--- src/rtl/seq_mul.sv ---
// seq_mul: iterative MUL/MULH/MULHSU/MULHU unit retiring STEP multiplier bits per cycle.
module seq_mul #(
  parameter int WIDTH = 32,
  parameter int STEP = 1
) (
  input  logic             clk,
  input  logic             rst,
  input  logic             in_valid,
  output logic             in_ready,
  input  logic [2:0]       op,
  input  logic [WIDTH-1:0] op1,
  input  logic [WIDTH-1:0] op2,
  input  logic             abort,
  output logic             out_valid,
  input  logic             out_ready,
  output logic [WIDTH-1:0] result,
  output logic             busy
);
  localparam int N = WIDTH / STEP;
  localparam int CW = $clog2(N + 1);
  typedef enum logic [1:0] {IDLE, RUN, FIX, DONE} state_t;
  state_t state_q;
  logic [2:0] op_q;
  logic [WIDTH-1:0] mcand_q, mplier_q, result_q, sel;
  logic [2*WIDTH-1:0] acc_q, acc_d, prod;
  logic [CW-1:0] cnt_q;
  logic neg_q, s1, s2;
  logic [WIDTH+STEP-1:0] pp;
  logic [2*WIDTH+STEP-1:0] sum;
  assign s1 = ~op[2] & (op[1:0] == 2'b01 | op[1:0] == 2'b10) & op1[WIDTH-1];
  assign s2 = op == 3'b001 & op2[WIDTH-1];
  always_comb begin
    pp = '0;
    for (int i = 0; i < STEP; i++) pp = pp + (mplier_q[i] ? {{STEP{1'b0}}, mcand_q} << i : '0);
  end
  // Right-shifting accumulator: partial products enter at the top half.
  assign sum = {{STEP{1'b0}}, acc_q} + {pp, {WIDTH{1'b0}}};
  assign acc_d = (2*WIDTH)'(sum >> STEP);
  assign prod = neg_q ? -acc_q : acc_q;
  assign sel = op_q[2] ? '0 : op_q[1:0] == 2'b00 ? prod[WIDTH-1:0] : prod[2*WIDTH-1:WIDTH];
  always_ff @(posedge clk or posedge rst)
    if (rst) begin
      state_q <= IDLE;
      op_q <= '0;
      mcand_q <= '0;
      mplier_q <= '0;
      neg_q <= 1'b0;
      acc_q <= '0;
      cnt_q <= '0;
      result_q <= '0;
    end else
      case (state_q)
        IDLE: if (in_valid) begin
          state_q <= RUN;
          op_q <= op;
          mcand_q <= s1 ? -op1 : op1;
          mplier_q <= s2 ? -op2 : op2;
          neg_q <= s1 ^ s2;
          acc_q <= '0;
          cnt_q <= '0;
        end
        RUN: if (abort) state_q <= IDLE;
          else if (cnt_q == CW'(N)) state_q <= FIX;
          else begin
            acc_q <= acc_d;
            mplier_q <= mplier_q >> STEP;
            cnt_q <= cnt_q + CW'(1);
          end
        FIX: begin
          state_q <= abort ? IDLE : DONE;
          if (!abort) result_q <= sel;
        end
        DONE: if (abort || out_ready) state_q <= IDLE;
        default: state_q <= IDLE;
      endcase
  assign in_ready = state_q == IDLE;
  assign busy = state_q != IDLE;
  assign out_valid = state_q == DONE;
  assign result = result_q;
endmodule
--- config.mk ---
export PLATFORM = sky130hd
export DESIGN_NAME = seq_mul
export DESIGN_NICKNAME = d
export VERILOG_FILES = /design/src/rtl/seq_mul.sv
export SDC_FILE = /design/constraint.sdc
export NUM_CORES = 1
export LEC_CHECK = 0
export CAP_MARGIN = 20
export CORE_UTILIZATION = 40
export CTS_BUF_LIST = sky130_fd_sc_hd__clkbuf_8
export DETAILED_ROUTE_END_ITERATION = 16
export GPL_TIMING_DRIVEN = 0
export HOLD_SLACK_MARGIN = 0.1
export REMOVE_ABC_BUFFERS = 1
export SLEW_MARGIN = 10
export SYNTH_ARGS = -nofsm -noshare
export SYNTH_HDL_FRONTEND = slang
export SYNTH_SLANG_ARGS = --single-unit
--- constraint.sdc ---
create_clock -name clk -period 17.34 [get_ports clk]
set_input_delay 3.468 -clock clk [delete_from_list [all_inputs] [get_ports clk]]
set_output_delay 3.468 -clock clk [all_outputs]
set_load 0.01 [all_outputs]
### Word-level counts from Yosys, hierarchy flattened

Cells that the tools add are included.

| word-level totals | value |
|---|---|
| bits in registers | 172 |
| output and inout port bits | 35 |
| logic and storage cells | 65 |

| operators by class | value |
|---|---|
| add/subtract/negate cells | 5 |
| eq/ne operators | 12 |
| muxes and demuxes | 24 |
| bitwise gates (word level) | 7 |
| reduce and logical (&&, ||, !) cells | 9 |

Operators by type and width:

| operator | number |
|---|---|
| two-way mux 32 bit | 8 |
| two-way mux 64 bit | 4 |
| case mux 64 bit (2 select lines) | 1 |
| adder 64 x 64 -> 65 bit | 1 |
| negator 32 bit | 2 |
| negator 64 bit | 1 |
| case mux 32 bit (2 select lines) | 1 |
| two-way mux 6 bit | 3 |
| case mux 6 bit (2 select lines) | 1 |
| two-way mux 2 bit | 5 |
| case mux 2 bit (4 select lines) | 1 |
| adder 6 x 1 -> 6 bit, second input constant | 1 |
| equality test 2 bit, second input constant | 3 |
| equality test 6 bit, second input constant | 1 |
| != test 2 bit, second input constant | 3 |
| equality test 2 x 1 -> 1 bit, second input constant | 2 |
| logical NOT 2 bit | 2 |
| AND reduction 2 bit | 2 |
| AND reduction 4 bit | 1 |
| nonzero test 2 bit | 2 |
| AND 1 bit | 3 |
| equality test 3 x 1 -> 1 bit, second input constant | 1 |
| != test 3 bit, second input constant | 1 |
| AND reduction 3 bit | 1 |
| 5 further kinds | 6 |

### Depth between registers and ports, before layout

Gate-level depths: netlist (run 1).

| logic depth | value |
|---|---|
| word-level depth | 5 |
| depth in mapped cells | 13 |

### Worst setup path after synthesis (run 1)

OpenSTA, ideal clock, no wires.

| timing path | value |
|---|---|
| path type | input -> register |
| from | input op2[12] |
| to | register mplier_q[28] |
| setup time | 0.127 ns |
| arrival time | 5.444 ns |
| data required time | 17.213 ns |
| slack | 11.769 ns |
| stages on the path | 8 |
| buffers on the path | 0 |
| cell sequence | or4_1 or3_1 nor3_1 nand3_1 o41a_1 xor2_1 nor2_1 o21ai_0 |

| between the ends | value |
|---|---|
| longest elaborated chain between the ends | 4 |

RTL lines:

| item | line | text |
|---|---|---|
| start, declared | 12 | `input logic [WIDTH-1:0] op2,` |
| negator 32 bit | 57 | `mplier_q <= s2 ? -op2 : op2;` |
| two-way mux 32 bit | 57 |  |
| two-way mux 32 bit | 53 | `IDLE: if (in_valid) begin` |
| case mux 32 bit (2 select lines) | 52 | `case (state_q)` |
| end signal, assigned | 57 |  |
| end signal, assigned | 66 | `mplier_q <= mplier_q >> STEP;` |
| end, declared | 24 | `logic [WIDTH-1:0] mcand_q, mplier_q, result_q, sel;` |

No other way between the ends. The select of a mux whose other input is x is not followed.
A chain may end at the register's enable or synchronous reset.

### Worst setup path in the final report (run 1)

| timing path | value |
|---|---|
| from | input op1[5] |
| to | register mcand_q[28] |

| between the ends | value |
|---|---|
| longest elaborated chain between the ends | 2 |

RTL lines:

| item | line | text |
|---|---|---|
| start, declared | 11 | `input logic [WIDTH-1:0] op1,` |
| negator 32 bit | 56 | `mcand_q <= s1 ? -op1 : op1;` |
| two-way mux 32 bit | 56 |  |
| end signal, assigned | 56 |  |
| end, declared | 24 |  |

No other way between the ends.

==> flow_summary_export.csv, run 1 <==
group,metric,value,unit
status,status,"finished, final reports clean",
power,ir_drop,52.2,µV
cts,hold_buffers,0,
floorplanning,io_pins,107,
synth,syn_area_per_cell,8.39,µm²
floorplanning,die-area,29200,µm²
synth,async_flop_share,100,%
timing,final.setup.tns,0,ps
synth,syn_inst,1357,
global_route,grt_use_total,20.4,%
worst_setup_path,startpoint,"op1[5]",
timing,report.final.setup_viol,0,
final_layout,diodes,0,
timing,layout_min_cycle_time,5850,ps
drt,drc,0,
synth,synth_ff_type,"dfrtp_1",
timing,fmax,0.171,GHz
global_route,grt-ovfl-total,0,
cts,clk_transition_reported_paths,90,ps
final_layout,layout_commonest_cell,"nand2_1",
floorplanning,die_w,171,µm
cts,cts_root_buf,"clkbuf_8",
synth,synth.area.top_cells,"dfrtp_1, o21ai_0, nand2_1",
cts,h-tree-depth,4,
timing,finalHoldViolations,0,
final_layout,final_core_util,47.5,%
timing,min_period_over_period,33.8,%
worst_setup_path,crit_fanout,4,
worst_setup_path,critical_path_class,"in2reg",
cts,clock-sinks,172,
synth,yosysSeqAreaShare,37.8,%
cts,numCtsBuffers,17,
timing,slew_viol_final,0,
timing,relSlewSlack,35.8,%
final_layout,area_growth,16.2,%
drt,drt_wl_total,28700,µm
power,power_density,110,nW/µm²
power,p_leak,0.00563,µW
cts,clk_path_buf_depth,2,
synth,synth_top_area_share,37.8,%
global_route,grt_pass1_vias,9168,
worst_hold_path,hold_class,"reg2reg",
global_route,grt_pass1_wl,47600,µm
synth,ys_warn_count,0,
global_route,met2_usage,31.8,%
timing,holdWs,475,ps
drt,wl_per_cell,15.9,µm
global_route,busiest_layer,"met2",
global_route,antenna_found_initial,0,
final_layout,layout_common_cells,"nand2_1, dfrtp_1, o21ai_0, clkdlybuf4s50_1, a21oi_1",
cts,insertion_delay,460,ps
worst_setup_path,cp-end-kind,"flip-flop",
global_route,use_met1,29.8,%
synth,mappedNetlistArea,11400,µm²
synth,ys_seq_elements,172,
floorplanning,core,27900,µm²
worst_setup_path,cp.required,17680,ps
worst_setup_path,crit-reg2reg-launch,"mplier_q[0]$_DFFE_PP0P_",
drt,viasPerCell,5.47,
floorplanning,start_util,40.9,%
timing,rsz0062_at_grt,"no",
place,dp.cells,1777,
cts,cts_tree,"yes",
place,dp_hpwl,21100,µm
final_layout,nets,1529,
drt,drt_first_pass_iters,5,
worst_setup_path,arrival,6190,ps
global_route,met3_usage,3.08,%
floorplanning,rows,61,
timing,fin_skew,16.8,ps
final_layout,layout-drive-gt1-share,5.24,%
drt,drt_iter0_drc,639,
final_layout,n_fill_cell,2758,
drt,ant_nets,0,
cts,postCtsSetupBuffers,0,
timing,worst_pin_slew,959,ps
final_layout,multi_input_area,6730,µm²
synth,ys_types,65,
worst_setup_path,startpoint_type,"input pin",
place,place_congestion,0.838,
synth,synth_edf_count,0,
cts,cts_resized,0,
worst_hold_path,min_from,"result[12]$_DFFE_PP0P_",
drt,vias,9888,
final_layout,regArea,4310,µm²
floorplanning,fp.dieH,171,µm
global_route,grt_max_degree,110,
flow_run,max_cap_violations,0,
final_layout,layout.cells.non_filler,1808,
synth,yosys.area.top_type,"dfrtp_1",
worst_setup_path,regToRegSetupSlack,13680,ps
place,io_buffers,106,
registers in the layout, summed over array words and instances, names as in the netlist:
name	flops
acc_q	64
mcand_q	32
mplier_q	32
result	32
cnt_q	6
op_q	3
state_q	2
neg_q	1
per-layer routing:
metal / wire [µm] / vias to the layer above
met3: 1080 / 23
met1: 14400 / 4683
met4: 295 / 0
li1: - / 5009
met2: 13000 / 173
met5: 0 / -
final cells by class:
cell class	count	share of cell area, %
multi-input combinational	1084	50.8
sequential	172	32.5
timing repair buffer	121	9.70
tap	378	3.57
clock buffer	19	1.98
clock inverter	12	0.756
inverter	22	0.680
report_power, final:
part           switching (µW)  internal, µW
Combinational             353           248
Sequential                101           480
Clock                     149           119
path summary, 6_finish.rpt:
check | to | cells after the start
worst min-delay path | result[12]$_DFFE_PP0P_ | 2
worst max register to register | acc_q[47]$_DFFE_PP0P_ | 12
max in group asynchronous | mcand_q[20]$_DFFE_PP0P_ | 3
worst max-delay path | mcand_q[28]$_DFFE_PP0P_ | 9
min in group asynchronous | cnt_q[3]$_DFFE_PP0P_ | 2
worst min register to register | result[12]$_DFFE_PP0P_ | 2
metrics by stage:
| stage | setup slack (ps) | instance area (µm²) | total power (µW) |
|---|---|---|---|
| after floorplan | 9210 | 11100 | 1000 |
| after global placement | 4820 | 12600 | 1170 |
| after detailed placement | 11000 | 12900 | 1190 |
| after CTS | 11490 | 13200 | 1460 |
| after global routing | 11320 | 13200 | 1560 |
| final | 11490 | 13200 | 1450 |
critical path: stages:
cell and delay, ps:
clkdlybuf4s50_1 450, or4_1 580, nor3_1 290, nand2_1 170
or2_1 310, nand2b_1 230, o41ai_1 390, xor2_1 210
o21ai_0 90
Yosys cell counts (all sizes together) (5+ instances only):
| cell type | number |
|---|---|
| a211oi | 6 |
| a21boi | 5 |
| a21o | 14 |
| a21oi | 84 |
| a22o | 6 |
| a22oi | 12 |
| a31oi | 10 |
| and2 | 34 |
| and3 | 7 |
| buf | 6 |
| clkbuf | 73 |
| dfrtp | 172 |
| ha | 38 |
| inv | 22 |
| nand2 | 203 |
| nand2b | 12 |
| nand3 | 66 |
| nand3b | 5 |
| nand4 | 8 |
| nor2 | 55 |
| nor2b | 6 |
| nor3 | 25 |
| nor3b | 5 |
| nor4 | 13 |
| o211ai | 14 |
| o21a | 6 |
| o21ai | 161 |
| o21bai | 7 |
| o221ai | 5 |
| o22ai | 15 |
| o31ai | 38 |
| o41ai | 18 |
| or2 | 11 |
| or3 | 19 |
| or4 | 15 |
| xnor2 | 55 |
| xor2 | 81 |
logic make-up (layout without fill, tap and decap cells):
group,after synthesis,count (layout),synth area share [%]
compound gates,417,417,22.7
xor+xnor,136,136,10.5
fa+ha+maj,39,39,4.35
buf+inv,101,174,3.42
flops,172,172,37.8
mux,3,3,0.275
simple gates,489,489,21.0
No activity file was read; power rests on OpenSTA's default activity.
==> run 2, diff against run 1 <==
==> constraint.sdc (replaced) <==
create_clock -name clk -period 6.1 [get_ports clk]
set_input_delay 1.22 -clock clk [delete_from_list [all_inputs] [get_ports clk]]
set_output_delay 1.22 -clock clk [all_outputs]
set_load 0.01 [all_outputs]
==> results of run 2 <==
The final DEF is identical to that of run 1. Status: finished, final reports clean.
Main changes from that run: setup slack after placement 11000 ps -> 2000 ps; setup slack after layout 11490 ps -> 2440 ps; start point of the critical path op1[5] -> mplier_q[0]$_DFFE_PP0P_; end point of the critical path mcand_q[28]$_DFFE_PP0P_ -> acc_q[47]$_DFFE_PP0P_; register-to-register setup slack 13680 ps -> 2440 ps; total power 1450 µW -> 4120 µW; worst IR drop on VDD 52.2 µV -> 148 µV
==> run 3, diff against run 2 <==
==> constraint.sdc (replaced) <==
create_clock -name clk -period 3.1 [get_ports clk]
set_input_delay 0.62 -clock clk [delete_from_list [all_inputs] [get_ports clk]]
set_output_delay 0.62 -clock clk [all_outputs]
set_load 0.01 [all_outputs]
==> flow_summary_export.csv, run 3 (synthesized netlist as in run 1, its figures left out) <==
group,metric,value,unit
power,clockPowerShare,18.2,%
drt,vias,9930,
place,dpl_cell_area,12900,µm²
cts,clk_path_buf_depth,2,
place,dp_slack,-513,ps
worst_setup_path,cp-end-kind,"flip-flop",
worst_hold_path,min_from,"result[12]$_DFFE_PP0P_",
drt,wl_per_cell,16.0,µm
floorplanning,start_util,40.9,%
final_layout,largest_register_ff_count,64,
timing,rsz0062_at_grt,"yes",
final_layout,layout-drive-gt1-share,7.64,%
power,p_comb_share,42.8,%
cts,clk_transition_reported_paths,90,ps
worst_hold_path,hold_class,"reg2reg",
drt,drt_wl_total,29200,µm
worst_setup_path,ff2ff_path_depth,8,
global_route,grt_max_degree,110,
final_layout,diodes,0,
timing,holdWs,476,ps
global_route,grt_pass1_wl,47800,µm
cts,clock-sinks,172,
cts,h-tree-depth,4,
drt,drt_first_pass_iters,5,
status,status,"finished, final reports clean",
floorplanning,rows,61,
floorplanning,io_pins,107,
cts,cts_root_buf,"clkbuf_8",
worst_setup_path,cp.required,3460,ps
place,io_buffers,106,
final_layout,nets,1538,
final_layout,fin_area,13500,µm²
final_layout,top_register,"acc_q",
place,place_congestion,0.838,
place,dp.cells,1777,
power,ir_drop,296,µV
worst_setup_path,crit_fanout,7,
power,seqPwrFrac,39.0,%
power,power_density,617,nW/µm²
worst_hold_path,hold_end,"result[12]$_DFFE_PP0P_",
timing,worst_pin_slew,994,ps
cts,cts_tree,"yes",
flow_run,max_cap_violations,0,
timing,finalHoldViolations,0,
timing,report.final.setup_viol,0,
final_layout,area_growth,18.1,%
timing,fmax,0.331,GHz
drt,drc,0,
power,p_sw,3460,µW
final_layout,layout.cells.non_filler,1817,
timing,layout_min_cycle_time,3020,ps
final_layout,layout_common_cells,"nand2_1, dfrtp_1, o21ai_0, clkdlybuf4s50_1, a21oi_1",
drt,ant_nets,0,
worst_setup_path,arrival,3380,ps
global_route,grt_use_total,20.5,%
timing,fin_skew,15.5,ps
timing,min_period_over_period,97.5,%
floorplanning,fp.dieH,171,µm
timing,slew_viol_final,0,
floorplanning,die_w,171,µm
timing,relSlewSlack,33.5,%
global_route,grt-ovfl-total,0,
worst_setup_path,startpoint_type,"flip-flop",
final_layout,layout_commonest_cell,"nand2_1",
drt,viasPerCell,5.47,
power,p_leak,0.00572,µW
worst_setup_path,crit-reg2reg-launch,"acc_q[22]$_DFFE_PP0P_",
place,dp_hpwl,21100,µm
floorplanning,core,27900,µm²
worst_setup_path,critical_path_class,"reg2reg",
global_route,grt_pass1_vias,9194,
cts,hold_buffers,0,
worst_hold_path,holdPathStages,2,
timing,fin_ws,76.8,ps
floorplanning,die-area,29200,µm²
drt,drt_iter0_drc,661,
power,switching_share,41.7,%
global_route,antenna_found_initial,0,
cts,insertion_delay,460,ps
cts,numCtsBuffers,17,
worst_setup_path,regToRegSetupSlack,80,ps
worst_setup_path,worstReg2RegEnd,"result[11]$_DFFE_PP0P_",
power,power.internal,4840,µW
[run 3: changes by cell type in the layout (fill, tap and decap cells not counted), moves of 2 or more]
cell      change
nor3_1        -2
dfrtp_1       -2
nor4_4        +2
a211oi_2      +2
nor3_2        +2
o21ai_2       +2
a21oi_1       -2
a211oi_1      -2
buf_4         +8
nor4_1        -2
o21ai_0       -2
a21oi_2       +2
[run 3: how the worst max path moves through the flow]
stage | start | slack, ps | depth (start not counted) | endpoint
after global routing | acc_q[31]$_DFFE_PP0P_ | -10 | 8 | result[22]$_DFFE_PP0P_
after detailed placement | mplier_q[0]$_DFFE_PP0P_ | -510 | 12 | acc_q[47]$_DFFE_PP0P_
after global placement | abort | -6570 | 5 | mplier_q[23]$_DFFE_PP0P_
after CTS | mplier_q[0]$_DFFE_PP0P_ | 40 | 11 | acc_q[56]$_DFFE_PP0P_
after floorplan | rst | -2180 | 1 | acc_q[0]$_DFFE_PP0P_
final | acc_q[22]$_DFFE_PP0P_ | 80 | 8 | result[11]$_DFFE_PP0P_
[run 3: power groups by stage]
| stage | Sequential, µW | Combinational (µW) | Clock (µW) |
|---|---|---|---|
| final | 3240 | 3550 | 1510 |
| after global routing | 3320 | 3960 | 1640 |
| after global placement | 3300 | 3250 | 0 |
| after floorplan | 3110 | 2480 | 0 |
| after CTS | 3230 | 3450 | 1560 |
| after detailed placement | 3290 | 3350 | 0 |
[run 3: metal layers]
metal / track usage, % / up-vias / routed length, µm
met4: 4.78 / 0 / 354
met1: 29.8 / 4703 / 14500
li1: - / 5022 / -
met2: 31.7 / 180 / 13300
met3: 3.10 / 25 / 1020
met5: 0 / - / 0
[run 3: area by class of cell]
class | instances | area (µm²)
Multi-Input combinational cell | 1084 | 6870
Timing Repair Buffer | 130 | 1350
Clock buffer | 19 | 262
Tap cell | 378 | 473
Fill cell | 2737 | 14400
Inverter | 22 | 90.1
Sequential cell | 172 | 4310
Clock inverter | 12 | 100
[run 3: worst max-delay path: stages, from the launching register on]
cell,delay (ps)
dfrtp_1,470
or4_4,600
nor4_4,360
nand4_1,310
or3_4,480
o31ai_4,180
xor2_1,200
o21ai_1,90
a22o_1,230
[run 3: what timing repair did]
| action | 4_1_cts | 5_1_grt |
|---|---|---|
| resized for setup | 10 | 25 |
| setup endpoints to repair | 36 | 29 |
| pin swaps | 3 | 4 |
| buffers inserted | 4 | 5 |
| cloned | 0 | 0 |
[run 3: through the flow]
stage	setup TNS [ps]	power, µW	util (%)
global placement	-1260080	6550	45.3
detailed placement	-12120	6640	46.2
global route	-29.0	8920	48.3
floorplan	-457680	5590	-
finish	0	8290	48.3
CTS	0	8240	47.8
